$ cat src/rtl/mac_feeder_pkg.sv
// Shared types for the MAC operand feeder: word type and FSM states.
package mac_feeder_pkg;
    localparam int WORD_W = 32;

    typedef logic [WORD_W-1:0] word_t;

    typedef enum logic [2:0] {
        IDLE,
        SKEW,
        PRESENT,
        HOLD,
        FINISH
    } feeder_state_t;
endpackage

$ cat src/rtl/mac_operand_feeder_buffer.sv
// Operand vector storage: one synchronous write port, one async read port.
module feeder_buffer
    import mac_feeder_pkg::*;
#(
    parameter int DEPTH = 8,
    parameter int AW    = 3
) (
    input  logic          clk,
    input  logic          we_i,
    input  logic [AW-1:0] waddr_i,
    input  word_t         wdata_i,
    input  logic [AW-1:0] raddr_i,
    output word_t         rdata_o
);
    word_t mem_q [DEPTH];

    always_ff @(posedge clk) begin
        if (we_i) begin
            mem_q[waddr_i] <= wdata_i;
        end
    end

    assign rdata_o = mem_q[raddr_i];
endmodule

$ cat src/rtl/mac_operand_feeder.sv
// Buffers one operand vector and streams it into a MAC input port.
// Optional start skew enabled with `define MAC_OPERAND_FEEDER_SKEW_EN.
module mac_operand_feeder
    import mac_feeder_pkg::*;
#(
    parameter int DEPTH         = 8,
    parameter int FINISH_CYCLES = 2,
    parameter int SKEW_CYCLES   = 0
) (
    input  logic                       clk,
    input  logic                       rst,
    input  logic                       load_valid,
    input  word_t                      load_data,
    output logic                       load_ready,
    output logic [$clog2(DEPTH+1)-1:0] load_count,
    input  logic                       start,
    output logic                       busy,
    output logic                       done,
    output word_t                      data_out,
    output logic                       data_waiting,
    output logic                       data_finished,
    input  logic                       data_ready
);
    localparam int LC_W    = $clog2(DEPTH + 1);
    localparam int PTR_W   = (DEPTH > 1) ? $clog2(DEPTH) : 1;
    localparam int CNT_MAX = (FINISH_CYCLES > SKEW_CYCLES) ? FINISH_CYCLES : SKEW_CYCLES;
    localparam int CNT_W   = (CNT_MAX > 1) ? $clog2(CNT_MAX) : 1;

    feeder_state_t    state_q, state_d;
    logic [LC_W-1:0]  load_count_q, load_count_d;
    logic [PTR_W-1:0] rd_ptr_q, rd_ptr_d;
    logic [CNT_W-1:0] cnt_q, cnt_d;
    logic             load_acc;
    logic             last_word;
    word_t            rdata;

    feeder_buffer #(
        .DEPTH (DEPTH),
        .AW    (PTR_W)
    ) u_buf (
        .clk     (clk),
        .we_i    (load_acc),
        .waddr_i (PTR_W'(load_count_q)),
        .wdata_i (load_data),
        .raddr_i (rd_ptr_q),
        .rdata_o (rdata)
    );

    assign load_ready = (state_q == IDLE) && (load_count_q < LC_W'(DEPTH));
    assign load_acc   = load_valid && load_ready;
    assign last_word  = (LC_W'(rd_ptr_q) + LC_W'(1)) == load_count_q;

    always_comb begin
        state_d      = state_q;
        load_count_d = load_count_q;
        rd_ptr_d     = rd_ptr_q;
        cnt_d        = cnt_q;
        if (load_acc) begin
            load_count_d = load_count_q + LC_W'(1);
        end
        unique case (state_q)
            IDLE: begin
                // A word loaded in the start cycle counts toward the vector
                if (start && (load_count_q != '0 || load_acc)) begin
`ifdef MAC_OPERAND_FEEDER_SKEW_EN
                    if (SKEW_CYCLES > 0) begin
                        state_d = SKEW;
                        cnt_d   = CNT_W'(SKEW_CYCLES - 1);
                    end else begin
                        state_d = PRESENT;
                    end
`else
                    state_d = PRESENT;
`endif
                end else if (start) begin
                    state_d = FINISH;
                    cnt_d   = CNT_W'(FINISH_CYCLES - 1);
                end
            end
`ifdef MAC_OPERAND_FEEDER_SKEW_EN
            SKEW: begin
                if (cnt_q == '0) begin
                    state_d = PRESENT;
                end else begin
                    cnt_d = cnt_q - CNT_W'(1);
                end
            end
`endif
            PRESENT: begin
                if (data_ready) begin
                    state_d = HOLD;
                end
            end
            HOLD: begin
                if (last_word) begin
                    state_d = FINISH;
                    cnt_d   = CNT_W'(FINISH_CYCLES - 1);
                end else begin
                    rd_ptr_d = rd_ptr_q + PTR_W'(1);
                    state_d  = PRESENT;
                end
            end
            FINISH: begin
                if (cnt_q == '0) begin
                    state_d      = IDLE;
                    load_count_d = '0;
                    rd_ptr_d     = '0;
                end else begin
                    cnt_d = cnt_q - CNT_W'(1);
                end
            end
            default: state_d = IDLE;
        endcase
    end

    always_ff @(posedge clk) begin
        if (!rst) begin
            state_q      <= IDLE;
            load_count_q <= '0;
            rd_ptr_q     <= '0;
            cnt_q        <= '0;
        end else begin
            state_q      <= state_d;
            load_count_q <= load_count_d;
            rd_ptr_q     <= rd_ptr_d;
            cnt_q        <= cnt_d;
        end
    end

    // HOLD keeps the operand on the bus while the MAC accumulates it
    assign data_out      = (state_q == PRESENT || state_q == HOLD) ? rdata : '0;
    assign data_waiting  = (state_q == PRESENT);
    assign data_finished = (state_q == FINISH);
    assign done          = (state_q == FINISH) && (cnt_q == '0);
    assign busy          = (state_q != IDLE);
    assign load_count    = load_count_q;
endmodule

$ cat config.mk
export PLATFORM = sky130hd
export DESIGN_NAME = mac_operand_feeder
export DESIGN_NICKNAME = d
export VERILOG_FILES = /design/src/rtl/mac_feeder_pkg.sv /design/src/rtl/mac_operand_feeder_buffer.sv /design/src/rtl/mac_operand_feeder.sv
export SDC_FILE = /design/constraint.sdc
export NUM_CORES = 1
export LEC_CHECK = 0
export BUFFER_PORTS_ARGS = -buffer_cell sky130_fd_sc_hd__buf_4
export CORE_UTILIZATION = 60
export DETAILED_ROUTE_END_ITERATION = 10
export HOLD_SLACK_MARGIN = 0.1
export PLACE_DENSITY = 0.8
export REMOVE_ABC_BUFFERS = 1
export SLEW_MARGIN = 10
export SYNTH_ARGS = -nofsm -noshare
export SYNTH_HDL_FRONTEND = slang
export SYNTH_SLANG_ARGS = --single-unit
$ cat constraint.sdc
create_clock -name clk -period 14 [get_ports clk]
set_input_delay 2.8 -clock clk [delete_from_list [all_inputs] [get_ports clk]]
set_output_delay 2.8 -clock clk [all_outputs]
set_load 0.05 [all_outputs]
==> impl_metrics.json <==
{
  "p_clk_frac": 0.327,
  "multi_input_area_sq_um": 2439,
  "die_y_um": 134.2,
  "cp-end-kind": "output pin",
  "grt_pass1_vias": 5503,
  "worst_pin_slew_ns": 1.056,
  "critPathMaxFanout": 54,
  "wl_per_cell_um": 24.67,
  "clk_root_buffer_cell": "clkbuf_16",
  "cts.path.max_buffers": 3,
  "final_cell_mix": "256 x edfxtp_1, 88 x buf_4, 64 x mux4_2",
  "fmax_ghz": 0.1702,
  "fin_tns_setup_ns": 0,
  "period_share": 0.4198,
  "antenna_found_initial": 0,
  "core-area_sq_um": 16820,
  "htreeDepth": 1,
  "yosysWarnings": 0,
  "numPortBuffers": 77,
  "synth_edf_count": 256,
  "cap_viol_max_count": 0,
  "max_stage_delay_ns": 0.85,
  "dieArea_sq_um": 18020,
  "sw_frac_of_total": 0.2703,
  "die_width_um": 134.2,
  "drt-initial-drc-count": 462,
  "vdd.ir_drop.worst_mv": 0.1505,
  "worstHoldPathType": "flop to flop",
  "ff_latch_area_sq_um": 7974,
  "firstDrtPassIters": 5,
  "final_common_cell": "edfxtp_1",
  "cts_buffers": 26,
  "arrival_ns": 3.08,
  "dp_hpwl_um": 10430,
  "min_period_ns": 5.877,
  "cts.sinks": 270,
  "seqPwrFrac": 0.497,
  "setup_viol": 0,
  "final-max-slew-violation-count": 0,
  "p_int_uw": 1441,
  "track_usage": 0.2405,
  "cts_tree": "built",
  "finClkSkew_ns": 0.007987,
  "grt-ovfl-total": 0,
  "powerDensity_nw_per_um2": 162.3,
  "start_util": 0.6237,
  "ys_ff_latch": 270,
  "cts-resized-gates": 0,
  "fin_area_sq_um": 12170,
  "p_leak_uw": 0.003918,
  "routed_wl_um": 20520,
  "ys_seq_area_frac": 0.7595,
  "synth.cell_area_sq_um": 10490,
  "drc": 0,
  "antenna_left": 0,
  "cp_slowest_cell": "buf_4",
  "viasPerCell": 6.063,
  "cts_setup_buffers": 0,
  "required_ns": 11.20,
  "grt_first_pass_wirelength_um": 31510,
  "final-hold-violation-count": 0,
  "crit_family": "buffers and inverters",
  "pwr-share-comb": 0.175,
  "rsz0062_at_grt": "false",
  "path_cells": "buf_4 > mux4_2 > mux2i_1 > nor2_1 > buf_4",
  "drive_gt1_frac": 0.3366,
  "syn_avg_cell_area_sq_um": 20.94,
  "routabilityCongestion": 0.7544,
  "io_pins": 78,
  "crit_buf_inv": 2,
  "fp-row-count": 47,
  "vias": 5044,
  "p_switching_uw": 533.9,
  "ys.flop_type": "edfxtp_1",
  "num_antenna_cells": 0,
  "grt_max_degree": 65,
  "async_flop_share": 0,
  "placed_cell_area_sq_um": 11370,
  "slew_headroom": 0.2957,
  "areaGrowthSynthToFinish_pct": 16.02,
  "clkTransAtPathRegs_ns": 0.06,
  "path_class": "flop to output pin",
  "yosysUniqueCellTypes": 43,
  "crit_path_frequent_cell": "buf_4",
  "holdBufCountCts": 0,
  "nNetsFinal": 632,
  "fillers": 996,
  "start_kind": "flop",
  "postSynthCellCount": 501,
  "status": "complete, no violations",
  "clock_latency_ns": 0.51
}
==> power by group through the flow <==
stage	Sequential, uW	Clock [uW]	Combinational, uW
3_5_place_dp	998	0	345
2_1_floorplan	1000	0	222
4_1_cts	983	657	350
3_3_place_gp	992	0	340
6_report	982	646	346
5_1_grt	988	684	366
==> state kept, by name, summed over array words and instances (netlist names), named ones only <==
| register | cells |
|---|---|
| u_buf.mem_q | 256 |
| load_count | 4 |
| rd_ptr_q | 3 |
| cnt_q | 1 |
| state_q | 3 |
==> cell families (layout without fill, tap and decap cells) <==
group | Yosys count | after routing | synth area share
adder cells (fa/ha/maj) | 3 | 3 | 0.003579
AND/OR/NAND/NOR | 73 | 73 | 0.03280
AO/OA/AOI/OAI | 20 | 20 | 0.01515
multiplexers | 98 | 98 | 0.1698
XOR/XNOR | 6 | 6 | 0.006441
buffers and inverters | 31 | 142 | 0.01264
flip-flops | 270 | 270 | 0.7595
==> cell type report <==
cell class | count | share of cell area
sequential | 270 | 0.6552
multi-input combinational | 200 | 0.2004
clock buffer | 44 | 0.06405
timing repair buffer | 88 | 0.05428
tap | 220 | 0.02262
inverter | 6 | 0.001851
clock inverter | 4 | 0.001645
==> metal layers <==
| metal | GRT usage | share of wire | vias up |
|---|---|---|---|
| li1 | - | - | 2219 |
| met1 | 0.3146 | 0.40 | 2609 |
| met2 | 0.4168 | 0.52 | 183 |
| met3 | 0.04271 | 0.061 | 33 |
| met4 | 0.07241 | 0.020 | 0 |
| met5 | 0 | 0 | - |
==> tightest hold or removal path: stages, from the launching register on <==
cell and delay (ns):
dfxtp_1 0.35, inv_1 0.10, o31ai_1 0.09
==> Yosys cell counts, drive strengths merged (2+ instances only) <==
master,n,share of area
nand2,9,0.0032
o211a,2,0.0019
clkbuf,7,0.0026
o21ai,4,0.0019
mux2i,34,0.032
nand2b,3,0.0018
xnor2,3,0.0025
edfxtp,256,0.73
nor2,43,0.016
xor2,2,0.0017
a21oi,5,0.0035
o22ai,2,0.0018
inv,6,0.0021
ha,3,0.0036
nor2b,5,0.0030
buf,18,0.0079
dfxtp,14,0.027
mux4,64,0.14
nor3,5,0.0035
nand3b,2,0.0014
==> metrics by stage <==
stage	setup WS, ns	util	power (uW)	hold slack (ns)	instances
final	8.123	0.7236	1975	0.5852	832
after CTS	8.020	0.7236	1990	0.5753	832
after global routing	7.901	0.7236	2039	0.6050	832
after floorplan	7.206	-	1223	0.5191	476
after detailed placement	8.609	0.6761	1343	0.5623	784
after global placement	8.640	0.6761	1331	0.5471	784
==> path summary, 6_finish.rpt <==
kind | slack, ns | startpoint | cells past startpoint | endpoint
worst min register to register | 0.59 | rd_ptr_q[2] | 2 | flop
worst max register to register | 11.21 | state_q[2] | 6 | u_buf.mem_q[7][16]
worst min-delay path | 0.59 | rd_ptr_q[2] | 2 | flop
worst max-delay path | 8.12 | flop | 5 | data_out[23]
Power figures use the tool's default switching activity.
